$ cat config.mk
export PLATFORM = sky130hd
export DESIGN_NAME = pipeline_register_chain
export DESIGN_NICKNAME = d
export VERILOG_FILES = /design/src/rtl/pipeline_register_chain.sv
export SDC_FILE = /design/constraint.sdc
export NUM_CORES = 1
export LEC_CHECK = 0
export CAP_MARGIN = 5
export CORE_MARGIN = 5
export CORE_UTILIZATION = 40
export CTS_BUF_LIST = sky130_fd_sc_hd__clkbuf_4
export DETAILED_ROUTE_END_ITERATION = 12
export PLACE_DENSITY = 0.72
export SYNTH_ARGS = -nofsm -noshare
export SYNTH_HDL_FRONTEND = slang
export SYNTH_SLANG_ARGS = --single-unit
$ cat constraint.sdc
create_clock -name clk -period 1.2 [get_ports clk]
set_input_delay 0.24 -clock clk [delete_from_list [all_inputs] [get_ports clk]]
set_output_delay 0.24 -clock clk [all_outputs]
set_load 0.03 [all_outputs]
$ cat src/rtl/pipeline_register_chain.sv
// pipeline_register_chain
// A chain of DEPTH valid/ready register stages carrying an opcode and a payload.
// Empty stages are filled from behind even while the output is stalled, so
// bubbles collapse. The input ready is passed through combinationally from the
// output side, so a full chain that is released accepts in the same cycle.
// flush drops every in-flight entry. rst clears every register.

module pipeline_register_chain #(
    parameter int DATA_W      = 64,
    parameter int OP_W        = 4,
    parameter int DEPTH       = 2,
    parameter bit ZERO_BUBBLE = 1'b1
) (
    input  logic                       clk,
    input  logic                       rst,
    input  logic                       flush,
    input  logic                       in_valid,
    output logic                       in_ready,
    input  logic [OP_W-1:0]            in_opcode,
    input  logic [DATA_W-1:0]          in_data,
    output logic                       out_valid,
    input  logic                       out_ready,
    output logic [OP_W-1:0]            out_opcode,
    output logic [DATA_W-1:0]          out_data,
    output logic [$clog2(DEPTH+1)-1:0] occupancy
);

    localparam int OCC_W = $clog2(DEPTH + 1);
    localparam int LAST  = DEPTH - 1;

    logic [DEPTH-1:0]  v_q;
    logic [DEPTH-1:0]  v_d;
    logic [OP_W-1:0]   op_q   [DEPTH];
    logic [OP_W-1:0]   op_d   [DEPTH];
    logic [DATA_W-1:0] data_q [DEPTH];
    logic [DATA_W-1:0] data_d [DEPTH];
    logic [DEPTH-1:0]  mv;
    logic [DEPTH-1:0]  load;
    logic              in_xfer;
    logic [OCC_W-1:0]  occ;

    // Move enables: a stage advances when there is room anywhere downstream of it
    // (a hole, or the output draining). Nothing moves during a flush cycle.
    always_comb begin
        logic room;
        room = out_ready;
        mv   = '0;
        for (int k = DEPTH - 1; k >= 0; k--) begin
            mv[k] = v_q[k] & room & ~flush;
            room  = room | ~v_q[k];
        end
    end

    assign in_ready = (~v_q[0] | mv[0]) & ~flush & ~rst;
    assign in_xfer  = in_valid & in_ready;

    // Next state: each stage loads from its predecessor (stage 0 from the input),
    // drops its valid bit when it empties, and otherwise holds.
    always_comb begin
        load    = '0;
        v_d     = v_q;
        op_d    = op_q;
        data_d  = data_q;
        load[0] = in_xfer;
        for (int k = 1; k < DEPTH; k++) begin
            load[k] = mv[k-1];
        end
        if (load[0]) begin
            op_d[0]   = in_opcode;
            data_d[0] = in_data;
        end
        for (int k = 1; k < DEPTH; k++) begin
            if (load[k]) begin
                op_d[k]   = op_q[k-1];
                data_d[k] = data_q[k-1];
            end
        end
        for (int k = 0; k < DEPTH; k++) begin
            v_d[k] = flush ? 1'b0 : (load[k] | (v_q[k] & ~mv[k]));
        end
    end

    // Stage registers; reset clears valid bits and contents alike.
    always_ff @(posedge clk) begin
        if (rst) begin
            v_q <= '0;
            for (int k = 0; k < DEPTH; k++) begin
                op_q[k]   <= '0;
                data_q[k] <= '0;
            end
        end else begin
            v_q    <= v_d;
            op_q   <= op_d;
            data_q <= data_d;
        end
    end

    // Occupancy is the population count of the valid bits.
    always_comb begin
        occ = '0;
        for (int k = 0; k < DEPTH; k++) begin
            occ = occ + OCC_W'(v_q[k]);
        end
    end

    assign occupancy  = occ;
    assign out_valid  = v_q[LAST] & ~flush & ~rst;
    assign out_opcode = (ZERO_BUBBLE && !out_valid) ? '0 : op_q[LAST];
    assign out_data   = (ZERO_BUBBLE && !out_valid) ? '0 : data_q[LAST];

endmodule

==> run summary <==
Result of the run: finished with violations
Failing checks: setup timing
Grt ovf: 0
Max_cap viols: 0
CP Capture Type: primary output
H-tree depth: 4
Placer Congestion: 0.744
Worst Hold Slack: 0.166 ns
Post-Syn Nets: 785
Min Tclk post-route: 1.92 ns
Root Driver: clkbuf_4
CP required: 0.96 ns
Largest family of logic cells by synthesized area: compound AO/OA/AOI/OAI gates
Placeable Area: 0.0150 mm^2
Hpwl dp: 10400 um
Final net count: 929
Top Ports: 145
Max IR drop VDD: 0.570 mV
Fin Clk Skew: 0.0133 ns
Initial drt markers: 323
WP data arrival: 1.68 ns
Pleak: 3.47 nW
Clock slew at the register clock pins of the worst setup and hold paths: 0.11 ns
Mapped Cells: 711
Fmax: 0.521 GHz
DRT Pass-1 Iters: 4
DRT Wirelength: 18400 um
Synth Cell Area: 0.00608 mm^2
Post-route ant nets: 0
Overall Global Routing Usage: 20.2%
Crit path kind: register to primary output
Vias per std cell: 5.42
Min-delay worst type: input port to register
Final count of negative-setup-slack endpoints: 210
Worst Path Buf+Inv: 3
Setup ws final: -0.720 ns
Power Total: 9.22 mW
Seq/Total Area, Yosys: 45.4%
Startpoint types: register
Cell variety after synth: 25
Post-synthesis mux area share: 0%
Layout cells sized above 1: 40.4%
Flops & latches, synth: 138
Crit path from: v_q[1]$_SDFF_PP0_
Cell Chain, Critical Path: nor3b_4 > buf_6 > buf_12 > and2_2 > buf_6
Adder-Cell Fraction of Synth Area: 0.206%
CP max stage delay: 0.34 ns
Die area: 0.0178 mm^2
Fin cells: 1056
Final Slew Violations: 0
Actual slew at the worst max-slew pin: 0.322 ns
Via count: 5721
Hold Startpoint: rst
Synth-to-Final Area Change: 53.7%
Simple-gate share of the synthesized area: 20.7%
First-pass GRT wire length: 29000 um
Final hold viol count: 0
Yosys warns: 0
Starting Density: 40.5%
Slew headroom: 78.5%
DRC viols: 0
CTS Hold Bufs: 0
Critical path's top delay family: buffers and inverters
Avg Cell Area, Syn: 8.56 um^2
Largest net degree at the start of global routing: 55
Vias in the first global route: 5567
IO buf count: 144
Worst path slowest cell: dfxtp_2
Die width: 133 um
CTS tree: built
Die extent in y: 133 um
Final core occ: 62.2%
Synth Area in XOR/XNOR: 0%
Pwr dens: 986 mW/mm^2
Post-synthesis compound-gate area fraction: 26.9%
DP Cell Count: 1002
Worst-path fanout max: 30
Initial antenna violation count: 2
Top cell by count, worst path: buf_6
Final instance area: 0.00935 mm^2
Clock sinks: 138
CTS max path bufs: 2
Worst r2r src: v_q[1]$_SDFF_PP0_
Worst-Skew Late Latency: 0.53 ns
Placed cell areas: 0.00794 mm^2
RSZ-0062 raised after global routing: yes
Fin crit share: 160%
Commonest non-fill, non-tap cells in the layout: dfxtp_1 (136), a21oi_1 (122), clkdlybuf4s50_1 (71)
Total CTS buffers: 17
Routed WL per cell: 17.4 um
Rows: 45
Commonest non-fill, non-tap cell in the layout: dfxtp_1
-- synthesized netlist by cell type --
| library cell | count | area share (%) |
|---|---|---|
| nor2_1 | 1 | 0.062 |
| a21oi_1 | 136 | 11 |
| clkbuf_2 | 5 | 0.41 |
| buf_4 | 5 | 0.62 |
| buf_2 | 31 | 2.5 |
| clkbuf_4 | 1 | 0.12 |
| nor3b_2 | 2 | 0.41 |
| nand2b_2 | 1 | 0.14 |
| inv_1 | 1 | 0.062 |
| a31o_2 | 28 | 4.0 |
| o21ai_1 | 4 | 0.33 |
| a211oi_1 | 2 | 0.25 |
| o21ai_0 | 65 | 5.3 |
| clkbuf_1 | 33 | 2.0 |
| nand3b_1 | 1 | 0.12 |
| dfxtp_1 | 138 | 45 |
| buf_6 | 4 | 0.74 |
| a31o_1 | 40 | 5.8 |
| nor3_1 | 1 | 0.082 |
| and2_1 | 68 | 7.0 |
| nand3_1 | 68 | 5.6 |
| buf_1 | 4 | 0.25 |
| ha_1 | 1 | 0.21 |
| nor2b_1 | 2 | 0.21 |
| nand2b_1 | 69 | 7.1 |
-- sequential cells by signal, indices dropped and copies added, names as in the netlist --
register / cells
data_q: 128
op_q: 8
v_q: 2
-- where the power goes --
part / switching [mW] / total [mW] / internal (mW)
Clock: 1.68 / 3.50 / 1.83
Combinational: 0.392 / 0.921 / 0.529
Sequential: 0.0776 / 4.80 / 4.72
Total: 2.14 / 9.22 / 7.08
-- worst reg2reg max path: cells and delay by family, from the launching register on --
| kind | cells | cell delay, ns |
|---|---|---|
| flip-flops | 1 | 0.33 |
| AND/OR/NAND/NOR | 1 | 0.14 |
| buffers and inverters | 5 | 0.95 |
| AO/OA/AOI/OAI | 2 | 0.21 |
-- layout make-up --
cell class	instances	area, um^2
antenna	1	2.50
clock buffer	17	128
clock inverter	14	203
fill	1229	5680
inverter	1	3.75
multi-input combinational	489	3420
sequential	138	2770
tap	188	235
timing repair buffer	208	2590
-- cell families after synthesis --
logic type / count (synthesis)
AOI/OAI and AO/OA: 275
and+or+nand+nor: 213
DFF: 138
buffers and inverters: 84
adders and majority gates: 1
-- final timing paths --
check / to / slack, ns / depth (start not counted)
hold reg to reg: data_q[31]$_SDFFE_PP0P_ / 0.46 / 2
setup reg to reg: data_q[54]$_SDFFE_PP0P_ / -0.52 / 8
hold / removal: data_q[46]$_SDFFE_PP0P_ / 0.17 / 3
setup / recovery: out_data[21] / -0.72 / 5
-- routing by layer --
| metal | routed length (um) | global-route usage, % |
|---|---|---|
| met4 | 158 | 5.31 |
| met1 | 8630 | 27.2 |
| met5 | 11 | 0 |
| met2 | 8730 | 32.5 |
| met3 | 875 | 4.98 |
-- per-stage QoR --
stage | setup TNS [ns] | setup WS [ns]
2_1_floorplan | -7.26 | -0.151
3_3_place_gp | -122.39 | -0.658
3_5_place_dp | -127.93 | -0.723
4_1_cts | -84.54 | -0.772
5_1_grt | -103.25 | -0.855
6_report | -86.58 | -0.720
-- repair_timing --
| item | CTS | global route |
|---|---|---|
| endpoints found under the setup margin | 207 | 210 |
| hold endpoints to repair | 0 | 0 |
| gates resized for setup | 163 | 69 |
| buffers inserted | 8 | 2 |
| gates cloned | 9 | 4 |
| pin swaps | 5 | 38 |
Power figures use the tool's default switching activity.
